## src/rtl/uart_pkg.sv

```systemverilog
// Shared UART types and defaults for the transmit and (future) receive paths.
package uart_pkg;

  // Transmitter FSM states; encoding is visible on the 3-bit state register.
  typedef enum logic [2:0] {
    IDLE  = 3'd0,
    FETCH = 3'd1,
    LOAD  = 3'd2,
    START = 3'd3,
    DATA  = 3'd4,
    STOP  = 3'd5
  } tx_state_t;

  // 50 MHz system clock / 115200 baud.
  localparam int UART_CLKS_PER_BIT_DEFAULT = 434;

  // Data bits per frame; matches the FIFO_Buffer word width.
  localparam int UART_DATA_W = 8;

endpackage : uart_pkg

```

## src/rtl/uart_baud_counter.sv

```systemverilog
// Bit-period timer: counts 0..CLKS_PER_BIT-1 and flags the last clock of
// each bit period. Held at zero while clear is high so the first bit after
// clear lasts exactly CLKS_PER_BIT clocks.
module uart_baud_counter
  import uart_pkg::*;
#(
  parameter int CLKS_PER_BIT = UART_CLKS_PER_BIT_DEFAULT
) (
  input  logic clk,
  input  logic reset,
  input  logic clear,
  output logic tick
);

  localparam int CW = (CLKS_PER_BIT > 1) ? $clog2(CLKS_PER_BIT) : 1;
  localparam logic [CW-1:0] LAST = CW'(CLKS_PER_BIT - 1);

  logic [CW-1:0] cnt_q;
  logic [CW-1:0] cnt_d;

  // Next count: wrap at the bit boundary, force to zero on clear.
  always_comb begin
    cnt_d = cnt_q;
    if (clear || (cnt_q == LAST)) begin
      cnt_d = '0;
    end else begin
      cnt_d = cnt_q + 1'b1;
    end
  end

  // Last clock of the current bit period (suppressed while cleared).
  assign tick = !clear && (cnt_q == LAST);

  // Count register with synchronous reset.
  always_ff @(posedge clk) begin
    if (reset) begin
      cnt_q <= '0;
    end else begin
      cnt_q <= cnt_d;
    end
  end

endmodule : uart_baud_counter

```

## src/rtl/uart_tx_fifo_reader.sv

```systemverilog
// UART transmitter that drains FIFO_Buffer: pops one byte per frame and
// sends it as start + DATA_W data bits (LSB first) + STOP_BITS stop bits.
//
// FIFO read contract: fifo_rd_en is a one-cycle pulse issued only in FETCH,
// which is entered only after fifo_empty was seen low; the FIFO presents the
// popped word on fifo_data in the following cycle (LOAD), where it is
// captured. Exactly one pop per frame.
//
// All outputs are registered and derived from the next state, so they line
// up with the state register and never glitch.
module uart_tx_fifo_reader
  import uart_pkg::*;
#(
  parameter int CLKS_PER_BIT = UART_CLKS_PER_BIT_DEFAULT,
  parameter int DATA_W       = UART_DATA_W,
  parameter int STOP_BITS    = 1
) (
  input  logic              clk,
  input  logic              reset,
  input  logic              fifo_empty,
  input  logic [DATA_W-1:0] fifo_data,
  output logic              fifo_rd_en,
  output logic              tx,
  output logic              busy,
  output logic              tx_done
);

  localparam int BW = $clog2(DATA_W + 1);
  localparam logic [BW-1:0] LAST_DATA = BW'(DATA_W - 1);
  localparam logic [BW-1:0] LAST_STOP = BW'(STOP_BITS - 1);

  tx_state_t         state_q, state_d;
  logic [DATA_W-1:0] shift_q, shift_d;
  logic [BW-1:0]     bit_cnt_q, bit_cnt_d;
  logic              tx_q, tx_d;
  logic              rd_en_q, rd_en_d;
  logic              busy_q, busy_d;
  logic              done_q, done_d;

  logic baud_clear;
  logic baud_tick;

  // Baud timer only runs inside a frame; held clear otherwise so START
  // always begins at count zero.
  assign baud_clear = (state_q != START) && (state_q != DATA) && (state_q != STOP);

  uart_baud_counter #(
    .CLKS_PER_BIT (CLKS_PER_BIT)
  ) u_baud (
    .clk   (clk),
    .reset (reset),
    .clear (baud_clear),
    .tick  (baud_tick)
  );

  // Next-state, datapath and registered-output decode.
  always_comb begin
    state_d   = state_q;
    shift_d   = shift_q;
    bit_cnt_d = bit_cnt_q;
    done_d    = 1'b0;
    rd_en_d   = 1'b0;
    busy_d    = 1'b0;
    tx_d      = 1'b1;

    case (state_q)
      IDLE: begin
        if (!fifo_empty) begin
          state_d = FETCH;
        end
      end

      FETCH: begin
        state_d = LOAD;
      end

      LOAD: begin
        shift_d   = fifo_data;
        bit_cnt_d = '0;
        state_d   = START;
      end

      START: begin
        if (baud_tick) begin
          state_d = DATA;
        end
      end

      DATA: begin
        if (baud_tick) begin
          shift_d = shift_q >> 1;
          if (bit_cnt_q == LAST_DATA) begin
            bit_cnt_d = '0;
            state_d   = STOP;
          end else begin
            bit_cnt_d = bit_cnt_q + 1'b1;
          end
        end
      end

      STOP: begin
        if (baud_tick) begin
          if (bit_cnt_q == LAST_STOP) begin
            bit_cnt_d = '0;
            done_d    = 1'b1;
            state_d   = fifo_empty ? IDLE : FETCH;
          end else begin
            bit_cnt_d = bit_cnt_q + 1'b1;
          end
        end
      end

      default: begin
        state_d = IDLE;
      end
    endcase

    rd_en_d = (state_d == FETCH);
    busy_d  = (state_d != IDLE);
    case (state_d)
      START:   tx_d = 1'b0;
      DATA:    tx_d = shift_d[0];
      default: tx_d = 1'b1;
    endcase
  end

  // State, datapath and output registers; reset aborts any frame in flight.
  always_ff @(posedge clk) begin
    if (reset) begin
      state_q   <= IDLE;
      shift_q   <= '0;
      bit_cnt_q <= '0;
      tx_q      <= 1'b1;
      rd_en_q   <= 1'b0;
      busy_q    <= 1'b0;
      done_q    <= 1'b0;
    end else begin
      state_q   <= state_d;
      shift_q   <= shift_d;
      bit_cnt_q <= bit_cnt_d;
      tx_q      <= tx_d;
      rd_en_q   <= rd_en_d;
      busy_q    <= busy_d;
      done_q    <= done_d;
    end
  end

  assign fifo_rd_en = rd_en_q;
  assign tx         = tx_q;
  assign busy       = busy_q;
  assign tx_done    = done_q;

endmodule : uart_tx_fifo_reader

```

## config.mk

```make
export PLATFORM = sky130hd
export DESIGN_NAME = uart_tx_fifo_reader
export DESIGN_NICKNAME = d
export VERILOG_FILES = /design/src/rtl/uart_pkg.sv /design/src/rtl/uart_baud_counter.sv /design/src/rtl/uart_tx_fifo_reader.sv
export SDC_FILE = /design/constraint.sdc
export NUM_CORES = 1
export LEC_CHECK = 0
export BUFFER_PORTS_ARGS = -buffer_cell sky130_fd_sc_hd__buf_2
export CORE_MARGIN = 2
export CORE_UTILIZATION = 50
export CTS_CLUSTER_DIAMETER = 150
export CTS_CLUSTER_SIZE = 25
export DETAILED_ROUTE_END_ITERATION = 8
export PLACE_DENSITY = 0.83
export SLEW_MARGIN = 5
export SYNTH_ARGS = -nofsm -noshare
export SYNTH_HDL_FRONTEND = slang
export SYNTH_SLANG_ARGS = --single-unit
```

## constraint.sdc

```tcl
create_clock -name clk -period 1.57 [get_ports clk]
set_input_delay 0.157 -clock clk [delete_from_list [all_inputs] [get_ports clk]]
set_output_delay 0.157 -clock clk [all_outputs]
set_load 0.03 [all_outputs]
```

==> impl_metrics.ini <==
[final_layout]
fin_area_um2 = 2040
syn_to_final_growth_pct = 50.6
fill_cells = 137
drive_above_1_share = 0.514
fin_cells = 240
nNetsFinal = 226
antenna-diode-count = 0

[timing]
whs_ns = 0.0698
setup_violations = 22
fmax_mhz = 573
clock_skew_ns = 0.00277
worstMarginPinSlew_ns = 0.403
period_needed_ns = 1.74
finalCritPeriodShare = 1.11
rsz0062_at_grt = yes
slew_headroom = 0.731
tns_ns = -1.28
final_hold_viol_count = 0
finalMaxSlewViolations = 0
setup_ws_ns = -0.174

[cts]
cts_tree = done
path_clk_slew_ns = 0.15
cts_made_buffers = 3
ctsHoldBuffers = 0
insertion_delay_ns = 0.35
clk_root_buffer_cell = clkbuf_4
cts.sinks = 28
cts_buffer_depth = 2
h-tree-depth = 1

[floorplan]
chipWidth_um = 56.0
fp.dieArea_um2 = 3140
io_pins = 15
initial_core_util = 0.537
core.rowCount = 18
core-area_um2 = 2520
die_h_um = 56.0

[logic_synthesis]
synth_nets = 174
synthAdderAreaFrac = 0.0370
synth-edff-count = 0
synth-compound-area-share = 0.187
yosys-top-cells-count = 28 x dfxtp_1, 28 x nor2_1, 12 x a21oi_1
yosys.area_share.simple = 0.259
synth_xor_area_frac = 0.0453
synth.area.top_cells = dfxtp_1 41%, nor2_1 7.8%, a21oi_1 4.4%
yosys_warnings = 0
synth.ff_latch_count = 28
avgSynthCellArea_um2 = 8.51
synth.distinct_cells = 44
seq_area_frac_synth = 0.414
synth.area.mux_share = 0.0157
synth.cell_area_um2 = 1350
synth_top_area_frac = 0.414
synth_top_family_by_area = simple AND/OR/NAND/NOR gates
synthFlopType = dfxtp_1
yosys.area.top_type = dfxtp_1
syn_inst = 159
async_flop_share = 0

[worst_setup_path]
required_ns = 1.86
criticalPathCategory = flip-flop to flip-flop
worstSetupEndpointType = flip-flop
arrival_ns = 2.03
start_kind = flip-flop
worstPathMaxFanout = 8

[global_route]
grt_max_degree = 21
grt_pass1_wl_mm = 6.64
grt_antenna_before_repair = 0
grtUsageTotal = 0.265
grt_pass1_vias = 1432
gr-total-overflow = 0

[outcome]
status = finished, violations left
violations = setup timing

[placed_design]
portBuffers = 14
placed_area_um2 = 1680
dp_hpwl_mm = 2.37
place_congestion = 0.835
placed_cells = 225

[routing]
post-route-drc-count = 0
wl_per_cell_um = 20.6
ant_nets = 0
wl_mm = 4.94
vias = 1546
avgViaCountPerCell = 6.44
drt_pre_antenna_iters = 4
drt_iter0_drc = 101

[power]
p_total_mw = 1.36
p_leak_nw = 0.787
ir_worst_vdd_v = 0.000772
powerDensity_nw_per_um2 = 669

[job]
cap_viol_max_count = 0

[worst_hold_path]
hold_path.class = input port to flip-flop
[what timing repair did]
action,4_1_cts,5_1_grt
gates cloned,0,1
pin swaps,10,21
buffers inserted,4,7
endpoints found under the setup margin,21,25
gates resized for setup,32,30
[cells in the final DEF (no fill, tap or decap), drive strengths merged, types with 2 or more instances in the layout]
cell type and count:
xnor2 3, nor3b 3, o22ai 6, o21ai 5
a211oi 6, nor2b 3, nand2 5, nand3b 3
nor4b 2, nor2 28, nor4 2, xor2 4
inv 5, buf 55, and3 2, clkbuf 4
a21oi 13, a311oi 2, nand3 8, ha 4
dfxtp 28
[cells by family after synthesis]
logic type / count (synthesis)
AOI/OAI and AO/OA: 39
xor gates and xnor gates: 7
adders and majority gates: 4
buffers and inverters: 14
DFF: 28
muxes: 2
and+or+nand+nor: 65
[report_power, final]
group / total [mW] / switching (mW) / internal [mW] / leakage, nW
registers: 0.768 / 0.0280 / 0.740 / 0.232
clock network: 0.373 / 0.230 / 0.143 / 0.0210
logic: 0.224 / 0.124 / 0.0992 / 0.535
total: 1.36 / 0.382 / 0.982 / 0.787
[per-layer routing]
metal  vias to the layer above  wire [um]  GRT usage
met5                         -          0          0
li1                        675          -          -
met4                         0        260      0.102
met2                        94       2490      0.469
met1                       741       1880      0.315
met3                        36        308     0.0465
[state kept, by name, summed over array words and instances, names as in the netlist]
| name | count |
|---|---|
| u_baud.cnt_q | 9 |
| shift_q | 8 |
| bit_cnt_q | 4 |
| state_q | 3 |
| busy | 1 |
| fifo_rd_en | 1 |
| tx | 1 |
| tx_done | 1 |
[worst paths after layout]
path              depth (start not counted)         start  slack (ns)      endpoint
setup / recovery                          4    state_q[0]       -0.17  bit_cnt_q[3]
hold / removal                            3  fifo_data[7]        0.07    shift_q[7]
setup reg to reg                          4    state_q[0]       -0.17  bit_cnt_q[3]
hold reg to reg                           2    shift_q[2]        0.51    shift_q[2]
[worst max-delay path: stages, from the launching register on]
cell       delay [ns]
dfxtp_2          0.53
nand3b_1         0.30
a2bb2oi_2        0.23
or4_4            0.49
a21oi_2          0.14
[layout make-up]
type                       instances  area (um2)  share of cell area
clock buffer                       4        36.3              0.0178
inverter                           6        22.5              0.0110
multi-input combinational        117         970               0.476
sequential                        28         571               0.280
tap                               30        37.5              0.0184
timing repair buffer              55         402               0.197
[through the flow]
stage,utilization,worst slack [ns]
2_1_floorplan,-,-0.0979
3_3_place_gp,0.664,-0.0675
3_5_place_dp,0.664,-0.193
4_1_cts,0.738,-0.118
5_1_grt,0.808,-0.208
6_report,0.808,-0.174
No activity file was read; power rests on OpenSTA's default activity.
